<file path="config.mk">
export PLATFORM = sky130hd
export DESIGN_NAME = posit_round_arbiter
export DESIGN_NICKNAME = d
export VERILOG_FILES = /design/src/rtl/posit_round_arbiter.sv
export SDC_FILE = /design/constraint.sdc
export NUM_CORES = 1
export LEC_CHECK = 0
export ABC_AREA = 1
export CORE_MARGIN = 8
export CORE_UTILIZATION = 45
export CTS_BUF_LIST = sky130_fd_sc_hd__clkbuf_8
export DETAILED_ROUTE_END_ITERATION = 10
export PLACE_DENSITY_LB_ADDON = 0.05
export RECOVER_POWER = 100
export SLEW_MARGIN = 10
export SYNTH_ARGS = -nofsm -noshare
export SYNTH_HDL_FRONTEND = slang
export SYNTH_SLANG_ARGS = --single-unit
</file>
<file path="constraint.sdc">
create_clock -name clock -period 2.8 [get_ports clock]
set_input_delay 0.7 -clock clock [delete_from_list [all_inputs] [get_ports clock]]
set_output_delay 0.7 -clock clock [all_outputs]
set_load 0.02 [all_outputs]
</file>
<file path="src/rtl/posit_round_arbiter.sv">
// posit_round_arbiter: two-requester round-robin front end feeding one shared
// posit round-to-nearest-even pipeline (S1 operand capture, S2 rounded result).
module posit_round_arbiter #(
  parameter int WIDTH = 8,
  parameter int ES = 1,
  parameter int TRAILING_BITS = 2
) (
  input  logic                                clock,
  input  logic                                resetN,
  input  logic [1:0]                          inValid,
  output logic [1:0]                          inReady,
  input  logic [1:0][WIDTH-1:0]               inPosit,
  input  logic [1:0][TRAILING_BITS-1:0]       inTrailing,
  input  logic [1:0]                          inSticky,
  output logic                                outValid,
  input  logic                                outReady,
  output logic [WIDTH-1:0]                    outPosit,
  output logic                                outId,
  output logic [1:0]                          inFlight
);
  logic s1_v_q, s1_v_d, s2_v_q, s2_v_d, ptr_q, ptr_d;
  logic s1_id_q, s2_id_q, s1_sticky_q;
  logic [WIDTH-1:0] s1_posit_q, s2_posit_q, round_d;
  logic [TRAILING_BITS-1:0] s1_trail_q;
  logic [1:0] gnt;
  logic adv, xfer, sel;
  logic sign, special, sat, up;
  logic [WIDTH-1:0] mag, rmag;
  logic [TRAILING_BITS:0] ext;
  // Posit encodings are monotonic in their bit string, so rounding the magnitude
  // pattern is exact for every exponent width.
  logic unused_es;
  assign unused_es = ES[0];
  always_comb begin
    adv = s1_v_q && (!s2_v_q || outReady);
    gnt[0] = inValid[0] && (!inValid[1] || !ptr_q);
    gnt[1] = inValid[1] && (!inValid[0] || ptr_q);
    inReady = (resetN && (!s1_v_q || adv)) ? gnt : 2'b00;
    xfer = |inReady;
    sel = inReady[1];
    ptr_d = xfer ? !sel : ptr_q;
    s1_v_d = xfer || (s1_v_q && !adv);
    s2_v_d = adv || (s2_v_q && !outReady);
  end
  // Decode to sign/magnitude, round the magnitude, re-encode; zero and NaR bypass.
  always_comb begin
    sign = s1_posit_q[WIDTH-1];
    mag = sign ? -s1_posit_q : s1_posit_q;
    special = ~|s1_posit_q[WIDTH-2:0];
    ext = {s1_trail_q, s1_sticky_q};
    up = ext[TRAILING_BITS] && ((|ext[TRAILING_BITS-1:0]) || mag[0]);
    sat = &mag[WIDTH-2:0];
    rmag = mag + WIDTH'(up && !sat);
    round_d = special ? s1_posit_q : (sign ? -rmag : rmag);
  end
  always_ff @(posedge clock or negedge resetN) begin
    if (!resetN) begin
      s1_v_q <= 1'b0;
      s2_v_q <= 1'b0;
      ptr_q <= 1'b0;
      s1_id_q <= 1'b0;
      s1_posit_q <= '0;
      s1_trail_q <= '0;
      s1_sticky_q <= 1'b0;
      s2_id_q <= 1'b0;
      s2_posit_q <= '0;
    end else begin
      s1_v_q <= s1_v_d;
      s2_v_q <= s2_v_d;
      ptr_q <= ptr_d;
      if (xfer) begin
        s1_posit_q <= inPosit[sel];
        s1_trail_q <= inTrailing[sel];
        s1_sticky_q <= inSticky[sel];
        s1_id_q <= sel;
      end
      if (adv) begin
        s2_posit_q <= round_d;
        s2_id_q <= s1_id_q;
      end
    end
  end
  assign outValid = s2_v_q;
  assign outPosit = s2_posit_q;
  assign outId = s2_id_q;
  assign inFlight = {1'b0, s1_v_q} + {1'b0, s2_v_q};
endmodule

</file>
[After elaboration in Yosys (flattened, before gate mapping)]
Index checks and enable logic that the tools add are counted.
W data, S select, Z words.
Operators by class
  add/subtract/negate cells: 4
  $mul: 0
  div/mod/pow operators: 0
  magnitude comparators: 1
  eq/ne operators: 0
  shift operators: 0
  muxes and demuxes: 10
  bitwise logic cells: 0
  reduce and logical (&&, ||, !) cells: 28
Operators with widths (number)
  $mux W8: 5
  $neg A8 Y8: 2
  $logic_not A1 Y1: 9
  $add A8 B1 Y8: 1
  $logic_and A1 B1 Y1: 8
  $logic_or A1 B1 Y1: 7
  $reduce_and A7 Y1: 1
  $reduce_or A7 Y1: 1
  $mux W2: 3
  $reduce_or A2 Y1: 2
  $add A1 B1 Y2: 1
  $lt A1 B2 Y1 const B: 1
  $mux W1: 2
Storage, ports and cells
  register bits: 24
  bits in latches: 0
  bits in writable memories: 0
  memory bits (read-only): 0
  input bits: 27
  output and inout bits: 14
  logic and storage cells: 52
  memories kept: 0

[Depth between registers and ports, before layout]
  word-level depth: 9
  mapped depth: 27
  mapped depth without buffers: 27

[Least setup slack after synthesis]
No wires, ideal clock.
  path type: register to register
  start point: register s1_posit_q[0]
  end point: register s2_posit_q[7], in the netlist outPosit[7]
  setup time: 117 ps
  data arrival time: 2672 ps
  required time: 2683 ps
  slack: 11 ps
  stages on the path, launching flop included: 27
  path buffers: 0
  period minus slack after synthesis: 2789 ps
  path through: dfrtp_1 inv_1 ha_1 inv_1 nand2_1 nand2_1 nand2_2 inv_2 a21oi_1 nand3_1 nor4_1 a311oi_1 ha_1 inv_1 nand2_2 nand2_4 nand2_2 nor2_4 nand2_2 nor2_4 nand3_1 nand2_1 nand3_2 nand2_1 nand2_1 nand3_1 nand2_1
On the way
  cells in the longest elaborated chain, start to end: 9
  elaborated cells between the ends (all ways): 12
  those cells by class: add/sub (3); mux (3); reduce/logical (6)
RTL lines
  from (decl): line 23  | logic [WIDTH-1:0] s1_posit_q, s2_posit_q, round_d;
  from (signal assigned): line 72  | s1_posit_q <= inPosit[sel];
  $neg A8 Y8: line 48  | mag = sign ? -s1_posit_q : s1_posit_q;
  $mux W8: line 48
  $reduce_and A7 Y1 or $logic_or A1 B1 Y1 (tied branches): line 52, 51
  $logic_not A1 Y1 or $logic_and A1 B1 Y1 (tied branches): line 53, 51
  $logic_and A1 B1 Y1: line 53  | rmag = mag + WIDTH'(up && !sat);
  $add A8 B1 Y8: line 53
  $neg A8 Y8: line 54  | round_d = special ? s1_posit_q : (sign ? -rmag : rmag);
  $mux W8: line 54
  $mux W8 (*): line 54
  to (signal assigned): line 78  | s2_posit_q <= round_d;
  to (decl): line 23
Mark *: on every way between the ends. The rest lies on a longest branch, timed or not.
A chain may end at the register's enable or synchronous reset.

[Worst setup path after layout]
  start point: register s1_posit_q[0]
  end point: register s2_posit_q[5], in the netlist outPosit[5]
The elaborated chain is that of the path after synthesis.

==> metrics.yaml <==
numCtsBuffers: 3
dp_cells: 338
fin_crit_sh_pct: 102.1
avgViaCountPerCell: 4.765
hold_violations: 0
portBuffers: 40
dr.pass1.iters: 4
p_leak_nw: 1.218
hold_start: "outPosit[7]"
critPathArrivalTime_ps: 3030
layout_commonest_cell: "nand2_1"
reg2reg_slack_ps: -60
synth-seq-cells: 24
drive_gt1_share_pct: 30.74
synth_top_family_by_area: "simple AND/OR/NAND/NOR gates"
rows: 22
fin_nets: 342
synth_xor_area_share_pct: 1.561
critPathMaxFanout: 3
overflow: 0
endpoint_kind: "flip-flop"
p_total_mw: 2.241
fin_worst_skew_ps: 5.650
timing.setup.tns_ps: -144.7
grt_pass1_vias: 1702
timing.rr.start: "s1_posit_q[0]"
worstMarginPinSlew_ps: 1244
floorplan.io_pins: 41
layoutNonFillerInstCount: 357
holdPathEnd: "outPosit[7]"
slew_headroom_pct: 17.06
grt_pass1_wl_mm: 7.610
layout_min_cycle_time_ps: 2858
status: "finished, violations left"
yosys.area_share.simple_pct: 36.36
worstSetupPathType: "flip-flop to flip-flop"
die_height_um: 77.16
wl_per_cell_um: 12.18
p_per_area_nw_per_um2: 866.8
coreArea_um2: 3633
die_area_um2: 5953
syn2layout_area_growth_pct: 53.61
die_w_um: 77.16
critPathRequiredTime_ps: 2970
antenna_found_initial: 0
final_cell_mix: "62 x nand2_1, 38 x buf_4, 25 x clkdlybuf4s50_1, 24 x inv_1, 24 x dfrtp_1"
ant_nets: 0
drc: 0
post-place-ws_ps: -265.9
dpl-instance-area_um2: 2335
initial_core_util_pct: 46.32
r2r_end: "outPosit[5]"
grtUsageTotal_pct: 15.17
cts_sinks: 24
cts_buffer_depth: 2
synth_fa_ha_area_share_pct: 3.717
synth_cell_types: 33
fmax_mhz: 349.9
cts_tree: "done"
h-tree-depth: 1
syn-cell-area_um2: 1683
num_vias: 1701
drv_slew: 0
reg2reg_depth: 23
syn_avg_cell_area_um2: 7.413
violations: "setup timing"
clockRootBuffer: "clkbuf_8"
clk_pin_slew_ps: 90
crit_start: "s1_posit_q[0]"
gp_congestion: 0.8532
hold_class: "flip-flop to flip-flop"
ys.warnings.count: 0
synth_compound_area_share_pct: 12.71
dp_hpwl_mm: 3.254
wirelength_mm: 4.348
drt_iter0_markers: 57
finalSetupViolCount: 4
drv_cap: 0
hold_buffers: 0
critPathLaunchType: "flip-flop"
rsz0062_at_grt: "yes"
synth_seq_area_share_pct: 35.69
final_area_um2: 2585
muxShareOfSynthArea_pct: 0
fin_ws_ps: -57.83
ir_drop_v: 0.0003032
clock_latency_ps: 270
grt_max_degree: 25
syn-num-nets: 259
min_path_cells: 2
synth_cells: 227
antenna_cells: 0
[per-stage QoR]
step	hold slack, ps	util (%)
after global routing	517.1	71.14
after global placement	465.6	64.26
final	480.6	71.14
after detailed placement	469.9	64.26
after CTS	492.0	70.21
after floorplan	404.4	-
[repair_timing]
action | in CTS | in global routing
endpoints found under the setup margin | 7 | 8
gates resized for setup | 16 | 14
setup buffers | 13 | 2
pin swaps | 16 | 19
[per-layer routing]
layer | vias up | wire (um) | global-route usage [%]
met2 | 38 | 2069 | 25.36
met4 | 0 | 39 | 4.528
met3 | 4 | 233 | 4.312
li1 | 903 | - | -
met5 | - | 0 | 0
met1 | 756 | 2006 | 18.29
[area by class of cell]
| type | instances | area, um^2 |
|---|---|---|
| Clock buffer | 3 | 41.29 |
| Clock inverter | 1 | 30.03 |
| Fill cell | 320 | 1049 |
| Inverter | 33 | 128.9 |
| Multi-Input combinational cell | 164 | 998.5 |
| Sequential cell | 24 | 600.6 |
| Tap cell | 48 | 60.06 |
| Timing Repair Buffer | 84 | 725.7 |
[registers in the layout, summed over array words and instances, names as in the netlist]
signal,flops
outPosit,8
s1_posit_q,8
outId,1
s1_trail_q,2
s1_sticky_q,1
s1_v_q,1
outValid,1
s1_id_q,1
ptr_q,1
[Yosys cell counts, drive strengths merged]
library cell   n  area (um^2)
a21oi          4        20.02
a22o           2        17.52
a311oi         1        8.760
a31o           1        8.760
a32o           1        10.01
buf            3        27.52
clkbuf         3        11.26
clkinv         1        3.750
dfrtp         24        600.6
ha             5        62.56
inv           32        125.1
nand2         82        362.9
nand3         17        107.6
nand4          4        25.02
nor2          20        105.1
nor3           1        5.000
nor4           1        6.260
o211ai        12        90.09
o21ai          7        38.79
o22ai          2        12.51
o31ai          1        7.510
xnor2          2        17.52
xor2           1        8.760
[power by group]
part	internal, mW	leakage (nW)	switching (mW)	total [mW]
Sequential	0.464	0.292	0.0706	0.534
Combinational	0.675	0.891	0.722	1.40
Clock	0.191	0.0357	0.119	0.310
Total	1.33	1.22	0.911	2.24
[critical path: stages, from the launching register on]
cell and delay, ps:
dfrtp_1 370, inv_2 60, ha_4 160, buf_6 110, nand4_1 120, nand2_1 70, nand2_1 70, nand2_2 70
inv_2 80, nor4_4 50, a311oi_2 270, ha_2 260, inv_2 60, nor2_4 130, nand2_2 80, inv_2 60
nand2_2 50, nand2_2 80, nand2_2 60, nor2_4 120, buf_4 120, nor2_2 40, xnor2_1 120, a22o_1 180
[worst max path at each step]
stage	slack, ps	to
3_3_place_gp	-230	inReady[1]
6_report	-60	outPosit[5]
4_1_cts	-60	outPosit[7]
5_1_grt	-350	outPosit[7]
2_1_floorplan	10	outPosit[7]
3_5_place_dp	-270	inReady[1]
[kinds of logic after synthesis]
group | count (synthesis)
simple gates | 125
buf+inv | 39
fa+ha+maj | 5
flops | 24
xor+xnor | 3
compound gates | 31
Power figures use the tool's default switching activity.
